File: config.mk
export PLATFORM = sky130hd
export DESIGN_NAME = run_arbiter
export DESIGN_NICKNAME = d
export VERILOG_FILES = /design/src/rtl/run_arbiter.sv
export SDC_FILE = /design/constraint.sdc
export NUM_CORES = 1
export LEC_CHECK = 0
export CORE_MARGIN = 1.5
export CORE_UTILIZATION = 40
export CTS_CLUSTER_SIZE = 20
export DETAILED_ROUTE_END_ITERATION = 16
export GPL_ROUTABILITY_DRIVEN = 1
export HOLD_SLACK_MARGIN = 0.02
export PLACE_DENSITY = 0.57
export RECOVER_POWER = 50
export SYNTH_ARGS = -nofsm -noshare
export SYNTH_HDL_FRONTEND = slang
export SYNTH_SLANG_ARGS = --single-unit
File: constraint.sdc
create_clock -name clock -period 6 [get_ports clock]
set_input_delay 1.2 -clock clock [delete_from_list [all_inputs] [get_ports clock]]
set_output_delay 1.2 -clock clock [all_outputs]
set_load 0.02 [all_outputs]
File: src/rtl/run_arbiter.sv
// Round-robin arbiter that hands a shared run unit to one of N_REQ requesters,
// drives the unit's run handshake, measures the busy duration and flags units that never start.
module run_arbiter #(
  parameter int N_REQ   = 4,
  parameter int TIMEOUT = 16,
  parameter int CNT_W   = 32
) (
  input  logic             clock,
  input  logic             reset,
  input  logic             ce,
  input  logic [N_REQ-1:0] req,
  output logic [N_REQ-1:0] grant,
  output logic [N_REQ-1:0] done,
  output logic [CNT_W-1:0] run_cycles,
  output logic             err_timeout,
  output logic             u_run_req,
  input  logic             u_run_busy,
  output logic             busy
);

  localparam int IDX_W = (N_REQ > 1) ? $clog2(N_REQ) : 1;
  localparam int TO_W  = $clog2(TIMEOUT + 1);

  typedef enum logic [2:0] {
    S_IDLE      = 3'd0,
    S_ISSUE     = 3'd1,
    S_WAIT_BUSY = 3'd2,
    S_RUN       = 3'd3,
    S_DONE      = 3'd4
  } state_t;

  state_t           state_q, state_d;
  logic [N_REQ-1:0] pending_q, pending_d;
  logic [N_REQ-1:0] grant_q, grant_d;
  logic [IDX_W-1:0] gidx_q, gidx_d;
  logic [IDX_W-1:0] last_grant_q, last_grant_d;
  logic [CNT_W-1:0] cnt_q, cnt_d;
  logic [TO_W-1:0]  tcnt_q, tcnt_d;
  logic [CNT_W-1:0] run_cycles_q, run_cycles_d;
  logic [N_REQ-1:0] done_q, done_d;
  logic             err_q, err_d;
  logic             ureq_q, ureq_d;
  logic             busy_q, busy_d;

  logic [IDX_W-1:0] sel_idx;
  logic [IDX_W-1:0] cand_idx;
  logic             sel_found;

  // Round-robin pick: first pending requester at or after last_grant+1.
  always_comb begin
    sel_found = 1'b0;
    sel_idx   = '0;
    cand_idx  = '0;
    for (int k = 0; k < N_REQ; k++) begin
      cand_idx = IDX_W'((int'(last_grant_q) + 1 + k) % N_REQ);
      if (!sel_found && pending_q[cand_idx]) begin
        sel_found = 1'b1;
        sel_idx   = cand_idx;
      end else begin
        sel_idx = sel_idx;
      end
    end
  end

  // Next-state logic; pulse outputs fall back to 0 whenever ce is low.
  always_comb begin
    state_d      = state_q;
    pending_d    = pending_q;
    grant_d      = grant_q;
    gidx_d       = gidx_q;
    last_grant_d = last_grant_q;
    cnt_d        = cnt_q;
    tcnt_d       = tcnt_q;
    run_cycles_d = run_cycles_q;
    done_d       = '0;
    err_d        = 1'b0;
    ureq_d       = 1'b0;
    if (ce) begin
      case (state_q)
        S_IDLE: begin
          if (sel_found) begin
            grant_d   = N_REQ'(1) << sel_idx;
            gidx_d    = sel_idx;
            pending_d = pending_q & ~(N_REQ'(1) << sel_idx);
            ureq_d    = 1'b1;
            state_d   = S_ISSUE;
          end else begin
            state_d = S_IDLE;
          end
        end
        S_ISSUE: begin
          cnt_d   = '0;
          tcnt_d  = '0;
          state_d = S_WAIT_BUSY;
        end
        S_WAIT_BUSY: begin
          if (u_run_busy) begin
            cnt_d   = CNT_W'(1);
            state_d = S_RUN;
          end else if (tcnt_q == TO_W'(TIMEOUT - 1)) begin
            err_d        = 1'b1;
            done_d       = grant_q;
            run_cycles_d = '0;
            state_d      = S_DONE;
          end else begin
            tcnt_d = tcnt_q + TO_W'(1);
          end
        end
        S_RUN: begin
          if (u_run_busy) begin
            if (cnt_q != {CNT_W{1'b1}}) begin
              cnt_d = cnt_q + CNT_W'(1);
            end else begin
              cnt_d = cnt_q;
            end
          end else begin
            run_cycles_d = cnt_q;
            done_d       = grant_q;
            state_d      = S_DONE;
          end
        end
        S_DONE: begin
          last_grant_d = gidx_q;
          grant_d      = '0;
          state_d      = S_IDLE;
        end
        default: begin
          grant_d = '0;
          state_d = S_IDLE;
        end
      endcase
      // A request arriving in the grant cycle re-arms the bit just cleared.
      pending_d = pending_d | req;
    end else begin
      state_d = state_q;
    end
    busy_d = (state_d != S_IDLE);
  end

  // State and output registers with synchronous reset taking priority over ce.
  always_ff @(posedge clock) begin
    if (reset) begin
      state_q      <= S_IDLE;
      pending_q    <= '0;
      grant_q      <= '0;
      gidx_q       <= '0;
      last_grant_q <= IDX_W'(N_REQ - 1);
      cnt_q        <= '0;
      tcnt_q       <= '0;
      run_cycles_q <= '0;
      done_q       <= '0;
      err_q        <= 1'b0;
      ureq_q       <= 1'b0;
      busy_q       <= 1'b0;
    end else begin
      state_q      <= state_d;
      pending_q    <= pending_d;
      grant_q      <= grant_d;
      gidx_q       <= gidx_d;
      last_grant_q <= last_grant_d;
      cnt_q        <= cnt_d;
      tcnt_q       <= tcnt_d;
      run_cycles_q <= run_cycles_d;
      done_q       <= done_d;
      err_q        <= err_d;
      ureq_q       <= ureq_d;
      busy_q       <= busy_d;
    end
  end

  assign grant       = grant_q;
  assign done        = done_q;
  assign run_cycles  = run_cycles_q;
  assign err_timeout = err_q;
  assign u_run_req   = ureq_q;
  assign busy        = busy_q;

endmodule

Word level (Yosys, flattened, before mapping)
Cells that the tools add are included.
Word-level totals
  bits in registers: 91
  input bits: 8
  output and inout bits: 43
  logic and storage cells: 109
Cells by class
  add/sub/neg operators: 6
  order comparisons: 4
  eq/ne operators: 14
  shifts and indexed selects: 1
  mux-type cells: 44
  bitwise operators: 7
  reduce and logical (&&, ||, !) cells: 21
Operators with widths (count)
  32-bit two-way mux: 6
  32-bit case mux with 3 select lines: 1
  32-bit case mux with 2 select lines: 1
  32-bit by 1-bit adder with 32-bit output (second input constant): 1
  32-bit inequality test (second input constant): 1
  4-bit two-way mux: 7
  2-bit inequality test (second input constant): 8
  4-bit case mux with 2 select lines: 2
  2-bit by 3-bit < comparator with 1-bit output (second input constant): 4
  3-bit two-way mux: 4
  3-bit case mux with 4 select lines: 1
  1-bit two-way mux: 11
  5-bit two-way mux: 2
  5-bit case mux with 2 select lines: 1
  5-bit AND reduction: 2
  1-bit binary-select mux with 2-bit select: 4
  2-bit two-way mux: 4
  2-bit adder (second input constant): 3
  3-bit by 2-bit equality test with 1-bit output (second input constant): 2
  3-bit AND reduction: 2
  3-bit nonzero test: 2
  3-bit OR reduction: 2
  5-bit by 1-bit adder with 5-bit output (second input constant): 1
  5-bit by 4-bit equality test with 1-bit output (second input constant): 1
  other kinds (16): 24

Logic depth before layout (Yosys ltp)
Gate-level depths: netlist (run 1).
  word-level depth: 20
  gate-level depth with buffers: 9

Worst setup path before layout (run 1)
Ideal clock, no wire load.
  path type: input port to flip-flop
  from: input ce
  to: register cnt_q[13]
  library setup time: 0.070 ns
  arrival time: 2.628 ns
  setup slack: 3.301 ns
  stages on the path: 6
  cells stage by stage: buf_2 and2b_1 nand2b_1 or4_1 or3_1 a21oi_1
Between the ends
  longest elaborated chain between the ends: 1
RTL lines
  start, declared: line 10  | input logic ce,
  5-bit AND reduction (no line)
  end signal, assigned: line 161  | cnt_q <= cnt_d;
  end, declared: line 37  | logic [CNT_W-1:0] cnt_q, cnt_d;
Every way passes these cells.
A chain may end at the register's enable or synchronous reset.

Worst setup path in the final report (run 1)
  from: input ce
  to: register cnt_q[9]
Same word-level chain as after synthesis.

==> results of run 1 <==
==> routing by layer <==
metal  wire length (microns)  part of all wire (%)  vias up  track usage [%]
met4                     119                   1.2        0             6.56
met5                       0                     0        -                0
met1                    5040                    51     1724             26.4
met2                    4350                    44       53             27.5
met3                     305                   3.1       11             3.46
li1                        -                     -     1855                -
==> layout make-up <==
type	instances	area, sq um
clock buffer	10	138
clock inverter	6	47.5
fill	1010	5330
inverter	13	53.8
multi-input combinational	356	2150
sequential	91	1820
tap	136	170
timing repair buffer	54	526
==> power breakdown <==
part	switching, mW	internal, mW
combinational	0.0552	0.0276
sequential	0.0100	0.612
clock	0.236	0.167
total	0.301	0.806
==> worst max-delay path by stage <==
stage	to	cells after the start	slack, ns
3_3_place_gp	cnt_q[20]	6	2.41
4_1_cts	cnt_q[9]	6	2.73
5_1_grt	cnt_q[20]	6	2.46
6_report	cnt_q[9]	6	2.61
2_1_floorplan	cnt_q[13]	6	3.30
3_5_place_dp	cnt_q[9]	6	2.35
==> cells in the mapped netlist (2+ instances only) <==
cell type	count
o31ai_1	8
a21oi_1	70
inv_1	12
and3_1	4
a21oi_2	2
nor4_1	3
nand3_1	48
nand4_1	9
o21ai_1	7
nor2_1	18
or3_1	16
nor3_1	4
buf_2	3
a31oi_1	3
and4_1	2
or4_1	17
and2_1	5
nand4b_1	2
nand2_1	61
dfxtp_1	91
nand2b_1	8
ha_1	3
or4_4	3
clkbuf_8	3
o21ai_2	2
o211ai_1	3
xnor2_1	2
a21o_1	3
o21ai_0	15
buf_6	4
mux2i_1	4
a32o_1	4
nand4_4	2
clkbuf_1	17
==> flip-flops by register name, indices dropped and copies added (netlist names), 2 cells and up <==
name          count
grant             4
gidx_q            2
tcnt_q            5
run_cycles       32
done              4
last_grant_q      2
cnt_q            32
pending_q         4
state_q           3
==> cells by family (layout without fill, tap and decap cells) <==
| family | count (synthesis) | in the layout | share of synthesized area, % |
|---|---|---|---|
| AOI/OAI and AO/OA | 127 | 127 | 18.1 |
| xor gates and xnor gates | 2 | 2 | 0.417 |
| adders and majority gates | 3 | 3 | 0.895 |
| buffers and inverters | 42 | 83 | 5.58 |
| DFF | 91 | 91 | 43.4 |
| muxes | 5 | 5 | 1.28 |
| and+or+nand+nor | 219 | 219 | 30.3 |
==> critical path: stages <==
cell	delay (ns)
dlygate4sd3_1	0.77
inv_6	0.08
nor3_4	0.57
o31ai_4	0.34
or4_1	0.55
a21oi_1	0.16
==> summary.md, run 1 <==
| Metric | Value |
|---|---|
| Full die area | `0.0111 sq mm` |
| Req. time, crit path | `6.30 ns` |
| Post-route ant nets | `0` |
| Worst-path clk slew | `0.09 ns` |
| Worst Setup Path Type | `in2reg` |
| Final instance area | `0.00491 sq mm` |
| Synth Warn # | `0` |
| Commonest non-fill, non-tap cells in the layout | `91 x dfxtp_1, 70 x a21oi_1, 61 x nand2_1` |
| Placed cell areas | `0.00472 sq mm` |
| HP Start | `run_cycles[7]` |
| Vias in the first global route | `3374` |
| Ys async rst share | `0%` |
| Commonest non-fill, non-tap cell in the layout | `dfxtp_1` |
| Yosys top cell area share | `43.4%` |
| Post_cts resized | `0` |
| Initial antenna violation count | `0` |
| Total track usage | `18.4%` |
| Outcome | `finished clean` |
| Syn Inst Count | `489` |
| Synth Net Count | `500` |
| Pre-CTS setup slack | `2.35 ns` |
| Post-route DRC | `0` |
| Crit-path max FO | `20` |
| Clock Latency Late Sink | `0.37 ns` |
| Final hold violation count | `0` |
| Clk buf depth | `2` |
| Layout Nets | `536` |
| Post-route insts no fill | `666` |
| Total of max-cap violations | `0` |
| First drt pass iteration count | `5` |
| Vias | `3643` |
| Final setup vio count | `0` |
| Total grt overflow | `0` |
| Iteration-0 DRC count of the detailed router | `151` |
| Hold Path Cell Cnt | `2` |
| Min-delay worst type | `reg2reg` |
| Die H | `105 microns` |
| Leakage | `1.73 nW` |
| Peak Freq | `295 MHz` |
| RSZ-0062 raised after global routing | `no` |
| Reg-to-reg endpoint | `run_cycles[2]` |
| Clock net sink count | `91` |
| Crit start category | `input port` |
| CTS Hold Bufs | `0` |
| Placed cell count | `650` |
| Final Core Density | `48.0%` |
| Top Ports | `51` |
| Yosys cell types | `65` |
| Crit path time final | `3.39 ns` |
| First-pass GRT wire length | `16800 microns` |
| DP HPWL | `6590 microns` |
| Mean Syn Cell Area | `8.58 sq um` |
| Die width | `105 microns` |
| R2R cell count | `7` |
| Pwr per Cell Area | `226 mW/mm^2` |
| Largest net degree at the start of global routing | `59` |
| Num CTS Buffers | `9` |
| Launch point of the worst path | `ce` |
| Setup tns final | `0 ns` |
| Arr. time, crit path | `3.68 ns` |
| Cell area after synthesis | `0.00420 sq mm` |
| Final WL | `9810 microns` |
| Worst setup margin | `2.61 ns` |
| Post-route clock period utilization | `56.5%` |
| Pwr Total | `1.11 mW` |
| WHS | `0.452 ns` |
| Initial Utilization | `41.0%` |
| Share of layout cells above drive strength 1 | `9.06%` |
| H-tree depth | `3` |
| Ant diodes | `0` |
| Placer's final routability congestion estimate | `0.807` |
| Area leader, netlist | `dfxtp_1` |
| Placeable Area | `0.0102 sq mm` |
| CTS tree | `built` |
| Root Buffer | `clkbuf_8` |
| Number of synthesized register bits | `91` |
| R2R Setup Slk | `3.33 ns` |
| Slew margin rel. | `18.8%` |
| CP Capture Type | `register` |
| Vias/cell | `5.47` |
| Clock Skew | `0.0144 ns` |
| IO Port Bufs | `50` |
| Synth area leaders | `dfxtp_1 43%, a21oi_1 8.3%, nand3_1 5.7%` |
| Rows | `37` |
| Worst-Margin Slew | `1.22 ns` |
| Register area share after synthesis | `43.4%` |
| Ys flop type | `dfxtp_1` |
| R2R Path Start | `tcnt_q[0]` |
| Max rail drop VDD | `0.0000974 V` |
| Final slew viol count | `0` |
| Synth-to-Final Area Change | `16.9%` |
| Post CTS Setup Buffer Count | `0` |
| End of the worst hold path | `run_cycles[7]` |
| Post-synth EDFFs | `0` |
| Routed len/inst | `14.7 microns` |
(Power assumes the default switching activity.)
==> run 2: changes to the inputs <==
Clock period 6 ns to 3.4 ns, I/O delays scaled along.
==> run 2 against run 1 <==
Effect of this change:
- wire length rose by 3.9%
- register-to-register slack got worse by 2.5 ns
- global-route usage rose by 1.0 points
- cell count rose by 0.30%
- first-iteration DRC count fell by 15%
- critical path depth did not move
- cell area rose by 1.0%
- largest power group unchanged
- highest routed layer unchanged
==> summary.md, run 2 (synthesis results as in run 1) <==
| Metric | Value |
|---|---|
| Outcome | `finished clean` |
| Final setup vio count | `0 (unchanged)` |
| Placeable Area | `0.0102 sq mm (unchanged)` |
| Die width | `105 microns (unchanged)` |
| Die H | `105 microns (unchanged)` |
| R2R cell count | `5 (-2)` |
| Post_cts resized | `0 (unchanged)` |
| Worst-path clk slew | `0.09 ns (about the same)` |
| Power share of the clock group | `39.6% (+3.2 points)` |
| Pwr per Cell Area | `416 mW/mm^2 (+84%)` |
| Cell Int Power | `1.56 mW (+93%)` |
| Arr. time, crit path | `3.07 ns (-0.61 ns)` |
| Final hold violation count | `0 (unchanged)` |
| R2R Path Start | `state_q[0]` |
| Root Buffer | `clkbuf_8` |
| Sequential Power Share | `53.2% (-3.0 points)` |
| Clock net sink count | `91 (unchanged)` |
| Net Switching | `0.505 mW (+68%)` |
| Commonest non-fill, non-tap cells in the layout | `91 x dfxtp_1, 70 x a21oi_1, 61 x nand2_1` |
| Vias | `3698 (+1.5%)` |
| Pre-CTS setup slack | `0.355 ns (-1.99 ns)` |
| Top Ports | `51 (unchanged)` |
| Num CTS Buffers | `9 (unchanged)` |
| CTS tree | `built` |
| WHS | `0.449 ns (-0.00304 ns)` |
| Combinational fraction of design power | `7.2% (-0.3 points)` |
| Final slew viol count | `0 (unchanged)` |
| Routed len/inst | `15.3 microns (+3.5%)` |
| Placed cell count | `653 (+0.46%)` |
| Peak Freq | `362 MHz` |
| Clk buf depth | `2 (unchanged)` |
| Crit path time final | `2.76 ns` |
| RSZ-0062 raised after global routing | `no` |
| Crit start category | `input port` |
| Leakage | `1.76 nW (+1.7%)` |
| Rows | `37 (unchanged)` |
| IO Port Bufs | `50 (unchanged)` |
| Vias in the first global route | `3474 (+3.0%)` |
| Worst setup margin | `0.635 ns (-1.98 ns)` |
| Reg-to-reg endpoint | `cnt_q[31]` |
| Commonest non-fill, non-tap cell in the layout | `dfxtp_1` |
| R2R Setup Slk | `0.79 ns (-2.54 ns)` |
| Setup tns final | `0 ns (unchanged)` |
| Synth-to-Final Area Change | `18.1%` |
| Hold Path Cell Cnt | `2 (unchanged)` |
| End of the worst hold path | `run_cycles[6]` |
| Pwr Total | `2.06 mW (+86%)` |
| Full die area | `0.0111 sq mm (unchanged)` |
| Min-delay worst type | `reg2reg` |
| Share of layout cells above drive strength 1 | `9.40% (+0.34 points)` |
| Clock Latency Late Sink | `0.37 ns (about the same)` |
| Max rail drop VDD | `0.000159 V (+63%)` |
| Clock Skew | `0.00790 ns (-0.00653 ns)` |
| Post-route ant nets | `0 (unchanged)` |
| Post-route insts no fill | `668 (+0.30%)` |
| Total grt overflow | `0 (unchanged)` |
| H-tree depth | `3 (unchanged)` |
| Switching part of the total | `24.5% (-2.7 points)` |
| Post-route clock period utilization | `81.3%` |
| Total of max-cap violations | `0 (unchanged)` |
| Worst Setup Path Type | `in2reg` |
| Ant diodes | `0 (unchanged)` |
| Final WL | `10200 microns (+3.9%)` |
| Iteration-0 DRC count of the detailed router | `128 (-15%)` |
| Initial Utilization | `41.0% (unchanged)` |
| First-pass GRT wire length | `17400 microns (+3.5%)` |
| Placer's final routability congestion estimate | `0.797 (-1.2%)` |
| First drt pass iteration count | `4 (-1)` |
| Worst-Margin Slew | `0.922 ns (-0.296 ns)` |
| HP Start | `run_cycles[6]` |
| DP HPWL | `6830 microns (+3.7%)` |
| Largest net degree at the start of global routing | `58 (-1.7%)` |
| Req. time, crit path | `3.70 ns (-2.60 ns)` |
| Total track usage | `19.5% (+1.0 points)` |
| Initial antenna violation count | `0 (unchanged)` |
| CP Capture Type | `register` |
| Post CTS Setup Buffer Count | `0 (unchanged)` |
| Vias/cell | `5.54 (+1.2%)` |
| Crit-path max FO | `20 (unchanged)` |
| Layout Nets | `539 (+0.56%)` |
| CTS Hold Bufs | `0 (unchanged)` |
| Post-route DRC | `0 (unchanged)` |
| Slew margin rel. | `38.3% (+19 points)` |
## run 2: cell count changes in the layout (fill, tap and decap cells not counted)
cell       delta
buf_4         +2
inv_6         -3
clkinv_2      +1
bufinv_16     +2
clkbuf_2      +1
clkinv_4      -1
## run 2: worst max-delay path by stage
stage | startpoint | endpoint | slack (ns)
floorplan | ce | cnt_q[13] | 1.22
global placement | ce | cnt_q[3] | 0.40
detailed placement | u_run_busy | cnt_q[3] | 0.36
CTS | u_run_busy | cnt_q[20] | 0.73
global route | ce | cnt_q[9] | 0.45
finish | u_run_busy | cnt_q[3] | 0.64
## run 2: stage by stage
step	cell area (sq um)	util (%)
finish	4960	48.4
global route	4960	48.4
CTS	4960	48.5
detailed placement	4740	46.4
global placement	4740	46.4
floorplan	4200	-
## run 2: cell type report
cell class                      count  area (sq um)
Clock inverter                      5          77.6
Clock buffer                       10           138
Sequential cell                    91          1820
Timing Repair Buffer               57           546
Inverter                           13          53.8
Fill cell                        1013          5280
Multi-Input combinational cell    356          2150
Tap cell                          136           170
## run 2: layer usage
metal  up-vias  track usage [%]  wire length (microns)
li1       1864                -                      -
met1      1754             26.1                   4990
met2        67             31.3                   4640
met3        13             3.65                    401
met4         0             7.14                    161
met5         -                0                      0
## run 2: worst max-delay path, stage by stage
cell and delay, ns:
dlygate4sd3_1 0.73, mux2i_2 0.15, nor3_4 0.48, o31ai_4 0.33
or4_1 0.54, a21oi_1 0.14
## run 2: power groups by stage
stage	combinational [mW]	sequential, mW	clock [mW]
after floorplan	0.114	1.12	0
after global placement	0.150	1.12	0
after detailed placement	0.151	1.12	0
after CTS	0.151	1.10	0.839
after global routing	0.165	1.10	0.880
final	0.148	1.10	0.817
